### config.mk
export PLATFORM = sky130hd
export DESIGN_NAME = clint
export DESIGN_NICKNAME = d
export VERILOG_FILES = /design/src/rtl/clint_pkg.sv /design/src/rtl/clint_tick_div.sv /design/src/rtl/clint.sv
export SDC_FILE = /design/constraint.sdc
export NUM_CORES = 1
export LEC_CHECK = 0
export ABC_AREA = 1
export CAP_MARGIN = 20
export CORE_MARGIN = 2
export CORE_UTILIZATION = 54
export DETAILED_ROUTE_END_ITERATION = 10
export PLACE_DENSITY = 0.79
export SETUP_SLACK_MARGIN = 0.15
export SLEW_MARGIN = 20
export SYNTH_ARGS = -nofsm -noshare
export SYNTH_HDL_FRONTEND = slang
export SYNTH_HIERARCHICAL = 1
export SYNTH_SLANG_ARGS = --single-unit
export TNS_END_PERCENT = 20
### constraint.sdc
create_clock -name clk_i -period 2.1 [get_ports clk_i]
set_input_delay 0.42 -clock clk_i [delete_from_list [all_inputs] [get_ports clk_i]]
set_output_delay 0.42 -clock clk_i [all_outputs]
set_load 0.02 [all_outputs]
### src/rtl/clint_pkg.sv
// clint_pkg: shared constants for the core-local interruptor.
//   XLEN            - data bus width
//   MTIME_W         - width of mtime / mtimecmp
//   OFF_*           - register offsets decoded from addr_i[15:0]
//   MTIMECMP_RST    - reset value of mtimecmp (all ones, timer interrupt held off)
//   reg_sel_e       - decoded register select
//   decode_off()    - maps a 16-bit offset onto reg_sel_e
package clint_pkg;

    localparam int unsigned XLEN    = 32;
    localparam int unsigned MTIME_W = 64;

    localparam logic [15:0] OFF_MSIP        = 16'h0000;
    localparam logic [15:0] OFF_MTIMECMP_LO = 16'h4000;
    localparam logic [15:0] OFF_MTIMECMP_HI = 16'h4004;
    localparam logic [15:0] OFF_MTIME_LO    = 16'hBFF8;
    localparam logic [15:0] OFF_MTIME_HI    = 16'hBFFC;

    localparam logic [MTIME_W-1:0] MTIMECMP_RST = '1;

    typedef enum logic [2:0] {
        REG_NONE,
        REG_MSIP,
        REG_CMP_LO,
        REG_CMP_HI,
        REG_MTIME_LO,
        REG_MTIME_HI
    } reg_sel_e;

    function automatic reg_sel_e decode_off(input logic [15:0] off);
        reg_sel_e sel;
        case (off)
            OFF_MSIP:        sel = REG_MSIP;
            OFF_MTIMECMP_LO: sel = REG_CMP_LO;
            OFF_MTIMECMP_HI: sel = REG_CMP_HI;
            OFF_MTIME_LO:    sel = REG_MTIME_LO;
            OFF_MTIME_HI:    sel = REG_MTIME_HI;
            default:         sel = REG_NONE;
        endcase
        return sel;
    endfunction

endpackage

### src/rtl/clint_tick_div.sv
// clint_tick_div: divides clk_i down to a one-cycle tick for mtime.
//   clk_i  - clock
//   rst_i  - synchronous active-low reset
//   tick_o - high for one cycle whenever the counter sits at TICK_DIV-1
// TICK_DIV = 1 holds the counter at 0, so tick_o is high every cycle.
module clint_tick_div #(
    parameter int unsigned TICK_DIV = 1
) (
    input  logic clk_i,
    input  logic rst_i,
    output logic tick_o
);

    localparam logic [15:0] LAST = 16'(TICK_DIV - 1);

    logic [15:0] cnt_q, cnt_d;

    assign tick_o = (cnt_q == LAST);

    always_comb begin
        cnt_d = cnt_q + 16'd1;
        if (tick_o) begin
            cnt_d = '0;
        end
    end

    always_ff @(posedge clk_i) begin
        if (!rst_i) begin
            cnt_q <= '0;
        end else begin
            cnt_q <= cnt_d;
        end
    end

endmodule

### src/rtl/clint.sv
// clint: machine timer (mtime/mtimecmp) and software interrupt (msip).
//   clk_i          - clock
//   rst_i          - synchronous active-low reset
//   req_i, we_i    - access strobe and write enable (already address-qualified)
//   addr_i         - byte address, only [15:0] decoded
//   wdata_i        - full-word write data
//   rdata_o        - combinational read data, zero unless a mapped read is active
//   timer_irq_o    - registered (mtime >= mtimecmp)
//   software_irq_o - msip bit 0
module clint
    import clint_pkg::*;
#(
    parameter int unsigned        TICK_DIV  = 1,
    parameter logic [MTIME_W-1:0] MTIME_RST = 64'h0
) (
    input  logic            clk_i,
    input  logic            rst_i,
    input  logic            req_i,
    input  logic            we_i,
    input  logic [31:0]     addr_i,
    input  logic [XLEN-1:0] wdata_i,
    output logic [XLEN-1:0] rdata_o,
    output logic            timer_irq_o,
    output logic            software_irq_o
);

    logic [MTIME_W-1:0] mtime_q, mtime_d;
    logic [MTIME_W-1:0] mtimecmp_q, mtimecmp_d;
    logic               msip_q, msip_d;
    logic               irq_q;
    logic               tick;
    logic               wr_en;
    reg_sel_e           sel;
    logic               unused_addr_hi;

    assign unused_addr_hi = ^addr_i[31:16];

    clint_tick_div #(
        .TICK_DIV(TICK_DIV)
    ) u_tick_div (
        .clk_i (clk_i),
        .rst_i (rst_i),
        .tick_o(tick)
    );

    assign sel   = decode_off(addr_i[15:0]);
    assign wr_en = req_i && we_i;

    always_comb begin
        rdata_o = '0;
        if (req_i && !we_i) begin
            case (sel)
                REG_MSIP:     rdata_o = {{(XLEN-1){1'b0}}, msip_q};
                REG_CMP_LO:   rdata_o = mtimecmp_q[31:0];
                REG_CMP_HI:   rdata_o = mtimecmp_q[63:32];
                REG_MTIME_LO: rdata_o = mtime_q[31:0];
                REG_MTIME_HI: rdata_o = mtime_q[63:32];
                default:      rdata_o = '0;
            endcase
        end
    end

    // A write to either mtime half replaces the increment entirely, so the
    // untouched half keeps its old value and no carry crosses that cycle.
    always_comb begin
        msip_d     = msip_q;
        mtimecmp_d = mtimecmp_q;
        mtime_d    = tick ? (mtime_q + 64'd1) : mtime_q;
        if (wr_en) begin
            case (sel)
                REG_MSIP:     msip_d     = wdata_i[0];
                REG_CMP_LO:   mtimecmp_d = {mtimecmp_q[63:32], wdata_i};
                REG_CMP_HI:   mtimecmp_d = {wdata_i, mtimecmp_q[31:0]};
                REG_MTIME_LO: mtime_d    = {mtime_q[63:32], wdata_i};
                REG_MTIME_HI: mtime_d    = {wdata_i, mtime_q[31:0]};
                default:      ;
            endcase
        end
    end

    always_ff @(posedge clk_i) begin
        if (!rst_i) begin
            mtime_q    <= MTIME_RST;
            mtimecmp_q <= MTIMECMP_RST;
            msip_q     <= 1'b0;
            irq_q      <= 1'b0;
        end else begin
            mtime_q    <= mtime_d;
            mtimecmp_q <= mtimecmp_d;
            msip_q     <= msip_d;
            irq_q      <= (mtime_q >= mtimecmp_q);
        end
    end

    assign timer_irq_o    = irq_q;
    assign software_irq_o = msip_q;

endmodule

Word-level counts from Yosys, hierarchy flattened --
Index checks and enable logic that the tools add are counted.
Storage, ports and cells: register bits after elaboration 146, bits of input ports 68, output and inout port bits 34, word-level logic and storage cells 40
Cells by class: $add $sub $neg 2, magnitude comparators 1, eq/ne operators 11, muxes and demuxes 7, bitwise gates (word level) 3, reduce and logical (&&, ||, !) cells 9
Operators by type and width (number):
- one-hot mux 64 bit (2 select lines) | 2
- one-hot mux 32 bit (5 select lines) | 1
- 2-to-1 mux 64 bit | 2
- adder 64 x 1 -> 64 bit (second input constant) | 1
- >= comparator 64 bit | 1
- equality test 16 x 15 -> 1 bit (second input constant) | 2
- equality test 16 bit (second input constant) | 2
- logical NOT 16 bit | 2
- 2-to-1 mux 32 bit | 1
- adder 16 x 1 -> 16 bit (second input constant) | 1
- one-hot mux 3 bit (5 select lines) | 1
- equality test 3 x 2 -> 1 bit (second input constant) | 2
- equality test 3 bit (second input constant) | 2
- AND reduction 3 bit | 2
- inequality test 2 bit (second input constant) | 2
- equality test 3 x 1 -> 1 bit (second input constant) | 1
- inverter 1 bit | 3
- logical AND 1 bit | 2
- AND reduction 2 bit | 1
- OR reduction 2 bit | 1
- logical NOT 1 bit | 1

Logic depth before layout (Yosys ltp) --
word-level depth 5, mapped depth 19, depth with buffers taken out 18

Modules after synthesis --
Netlist, hierarchy kept.
Modules (own cells, without submodules):
- clint | times used 1, cells an instance 1687, area each 10329.9 um2, sequential area each 2602.5 um2
- clint_tick_div | times used 1, cells an instance 127, area each 882.1 um2, sequential area each 320.3 um2

Worst setup path before layout --
OpenSTA, ideal clock, no wires.
path kind input to output, start input port addr_i[1], end output port rdata_o[15], data arrival time 1.819 ns, data required time 1.680 ns, setup slack -0.139 ns, cell stages on the path 8, path through nor2_4 > nand3_1 > a21oi_2 > nand2_2 > a31oi_4 > inv_1 > buf_2 > nor2_1
Between the ends: longest elaborated chain between the ends 5, elaborated cells on any way between the ends 13, those cells by class eq/ne: 9; mux: 3; reduce/logical: 1
Ends and longest elaborated chain:
- start, declared | RTL line clint.sv:20 | input logic [31:0] addr_i,
- equality test 16 bit (tied with other cells) | RTL line clint_pkg.sv:32 | case (off)
- one-hot mux 3 bit (5 select lines) (*) | RTL line clint_pkg.sv:32
- equality test 3 bit (tied with other cells) | RTL line clint.sv:52 | case (sel)
- one-hot mux 32 bit (5 select lines) (*) | RTL line clint.sv:52
- 2-to-1 mux 32 bit (*) | RTL line clint.sv:51 | if (req_i && !we_i) begin
- end, declared | RTL line clint.sv:22 | output logic [XLEN-1:0] rdata_o,
Mark *: on every way between the ends. The rest lies on a longest branch, timed or not.

Final worst setup path --
start input port addr_i[1], end output port rdata_o[0]
Same word-level chain as after synthesis.

==> flow_summary.yaml <==
sta:
  worst_slack_ps: -546
  rsz0062_at_grt: "yes"
  fin_crit_sh: 1.26
  tightestPinTransition_ps: 955
  skew_ps: 8.73
  layout_min_cycle_time_ps: 2650
  finalSetupViolCount: 101
  timing.final.hold_violations: 0
  max_freq_mhz: 378
  setup_tns_ps: -22550
  slew_headroom: 0.362
  hold_slack_ps: 482
  drv_slew: 0
clock_tree:
  cts_tree: "yes"
  cts_max_level: 4
  root_buffer: "clkbuf_16"
  path_clk_slew_ps: 60
  clkLatencyLatePin_ps: 430
  cts_buffers: 17
  clk_path_buf_depth: 2
  cts.sinks: 146
  ctsHoldBuffers: 0
grt:
  antenna_found_initial: 2
  grt_max_degree: 72
  grt_pass1_vias: 13300
  overflow: 0
  grt_pass1_wl_mm: 74.4
  grt.total_usage: 0.446
floorplanning:
  fp-row-count: 52
  die_area_um2: 21900
  ioPinCount: 102
  start_util: 0.552
  die_h_um: 148
  core_area_um2: 20300
  fp.dieW_um: 148
min_path:
  holdCritStartpoint: "u_tick_div/cnt_q[15]$_SDFF_PP0_"
  hp-class: "reg2reg"
  holdPathEnd: "u_tick_div/cnt_q[15]$_SDFF_PP0_"
  min_path_cells: 2
layout:
  drive_gt1_frac: 0.255
  finalNetCount: 2222
  area_delta_synth_final_pct: 39.3
  multi_input_area_um2: 7580
  regArea_um2: 2930
  n_antenna_cell: 0
  fill_cells: 1566
drt:
  drt_iter0_drc: 1565
  drt_wl_total_mm: 51.5
  drtPass1Iterations: 5
  drc: 0
  vias: 14100
  vias_per_cell: 5.96
  ant_nets: 0
  routedWlPerCell_um: 21.8
setup_path:
  path_max_fanout: 5
  r2r-start: "u_tick_div/cnt_q[0]$_SDFF_PP0_"
  criticalPathCategory: "in2out"
  critPathArrivalTime_ps: 2230
  r2r_slack_ps: -360
  start_kind: "primary input"
  cp-end-kind: "output port"
  r2r-end: "mtime_q[33]$_SDFFE_PN0P_"
  startpoint: "addr_i[1]"
  rr_worst_depth: 13
  crit_required_ps: 1680
run_status:
  status: "finished, violations left"
  violations: "setup timing"
synth:
  syn_inst: 1814
  syn_nets: 1949
  synth_area_um2: 11200
  yosysSeqAreaShare: 0.261
  yosys_register_bits: 146
  synth_area_per_cell_um2: 6.18
  synth_most_common_cell: "nand2_1"
  ys_warn_count: 6
  yosysTopAreaCell: "dfxtp_1"
  synth_area_leaders: "dfxtp_1, nand2_1, inv_1"
  synthFlopType: "dfxtp_1"
  yosys-top-cells-count: "nand2_1, inv_1, nor2_1"
  async_flop_share: 0
  synth_top_area_share: 0.261
  synth_edf_count: 0
  ys_types: 46
flow_run:
  drv_cap: 0
pwr:
  power_density_nw_per_um2: 396
  ir_worst_vdd_mv: 0.480
  cellLeakagePower_nw: 7.82
placed_design:
  gp_congestion: 1.06
  portBuffers: 85
  dp_hpwl_mm: 34.5
cell type report:
type,count,area share
sequential,146,0.188
tap,270,0.0216
multi-input combinational,1337,0.485
clock buffer,19,0.0290
clock inverter,11,0.00673
inverter,270,0.0667
timing repair buffer,315,0.203
layer usage:
layer,routed length [um],GRT usage
met1,18500,0.538
met2,22000,0.704
met3,6540,0.115
met4,4420,0.292
met5,10,0
cell usage in the layout (no fill, tap or decap), types with 5 or more instances in the layout:
master and instances:
dfxtp_2 8, nand2_1 441, nor2_1 155, nand2_4 12, buf_2 8, clkdlybuf4s15_2 5, nand3_2 12, clkbuf_16 22
o21ai_1 15, nor3_1 26, buf_4 181, dfxtp_1 138, xnor2_1 7, o21bai_1 6, nor2_2 43, nand3_1 111
nand2_2 59, nand4_1 47, nand3_4 7, inv_1 238, o21a_1 5, xor2_1 13, buf_6 45, inv_2 28
o21ai_0 58, a21oi_1 94, buf_16 7, ha_1 67, a21oi_2 7, nor2_4 31, buf_12 25, nor3_2 7
o211ai_1 79, clkdlybuf4s50_1 36
logic make-up (layout without fill, tap and decap cells):
| logic type | count (synthesis) | after routing | synth area share |
|---|---|---|---|
| compound gates | 280 | 280 | 0.150 |
| fa+ha+maj | 67 | 67 | 0.0748 |
| buf+inv | 331 | 615 | 0.119 |
| simple gates | 969 | 969 | 0.379 |
| flops | 146 | 146 | 0.261 |
| xor+xnor | 21 | 21 | 0.0164 |
report_power, final:
| group | switching [W] | leakage (nW) | total, W | internal, W |
|---|---|---|---|---|
| Sequential | 0.00000717 | 1.18 | 0.00278 | 0.00277 |
| Combinational | 0.000243 | 6.38 | 0.000392 | 0.000149 |
| Clock | 0.00133 | 0.264 | 0.00302 | 0.00169 |
registers in the layout, indices dropped and copies added (netlist names):
name	flops
mtime_q	64
mtimecmp_q	64
u_tick_div/cnt_q	16
software_irq_o	1
timer_irq_o	1
critical path, stage by stage:
cell     delay [ps]
buf_6            90
nor2_4          220
nand3_4         140
a21oi_4         210
nand2_2         110
buf_6           140
nor2_4          150
buf_6           170
buf_16          160
nand2_1          60
nand2_1          70
nor2_2           50
nor2_2           80
buf_4           140
timing repair:
item / in CTS / in global routing
pin swaps: 41 / 42
gates resized for setup: 340 / 102
buffers inserted: 20 / 9
setup endpoints to repair: 161 / 136
gates cloned: 7 / 5
worst max path at each step:
stage / endpoint
global route: rdata_o[18]
floorplan: rdata_o[12]
finish: rdata_o[0]
CTS: rdata_o[24]
detailed placement: rdata_o[4]
global placement: rdata_o[8]
stage by stage:
stage	cell area, um2	setup WS, ps	power (W)	util	instances
floorplan	11400	-19.1	0.00297	-	1814
global placement	13900	-1090	0.00319	0.683	2297
detailed placement	13900	-1200	0.00319	0.683	2297
CTS	15200	-412	0.00615	0.747	2354
global route	15600	-573	0.00630	0.769	2368
finish	15600	-546	0.00619	0.769	2368
No activity file was read; power rests on OpenSTA's default activity.
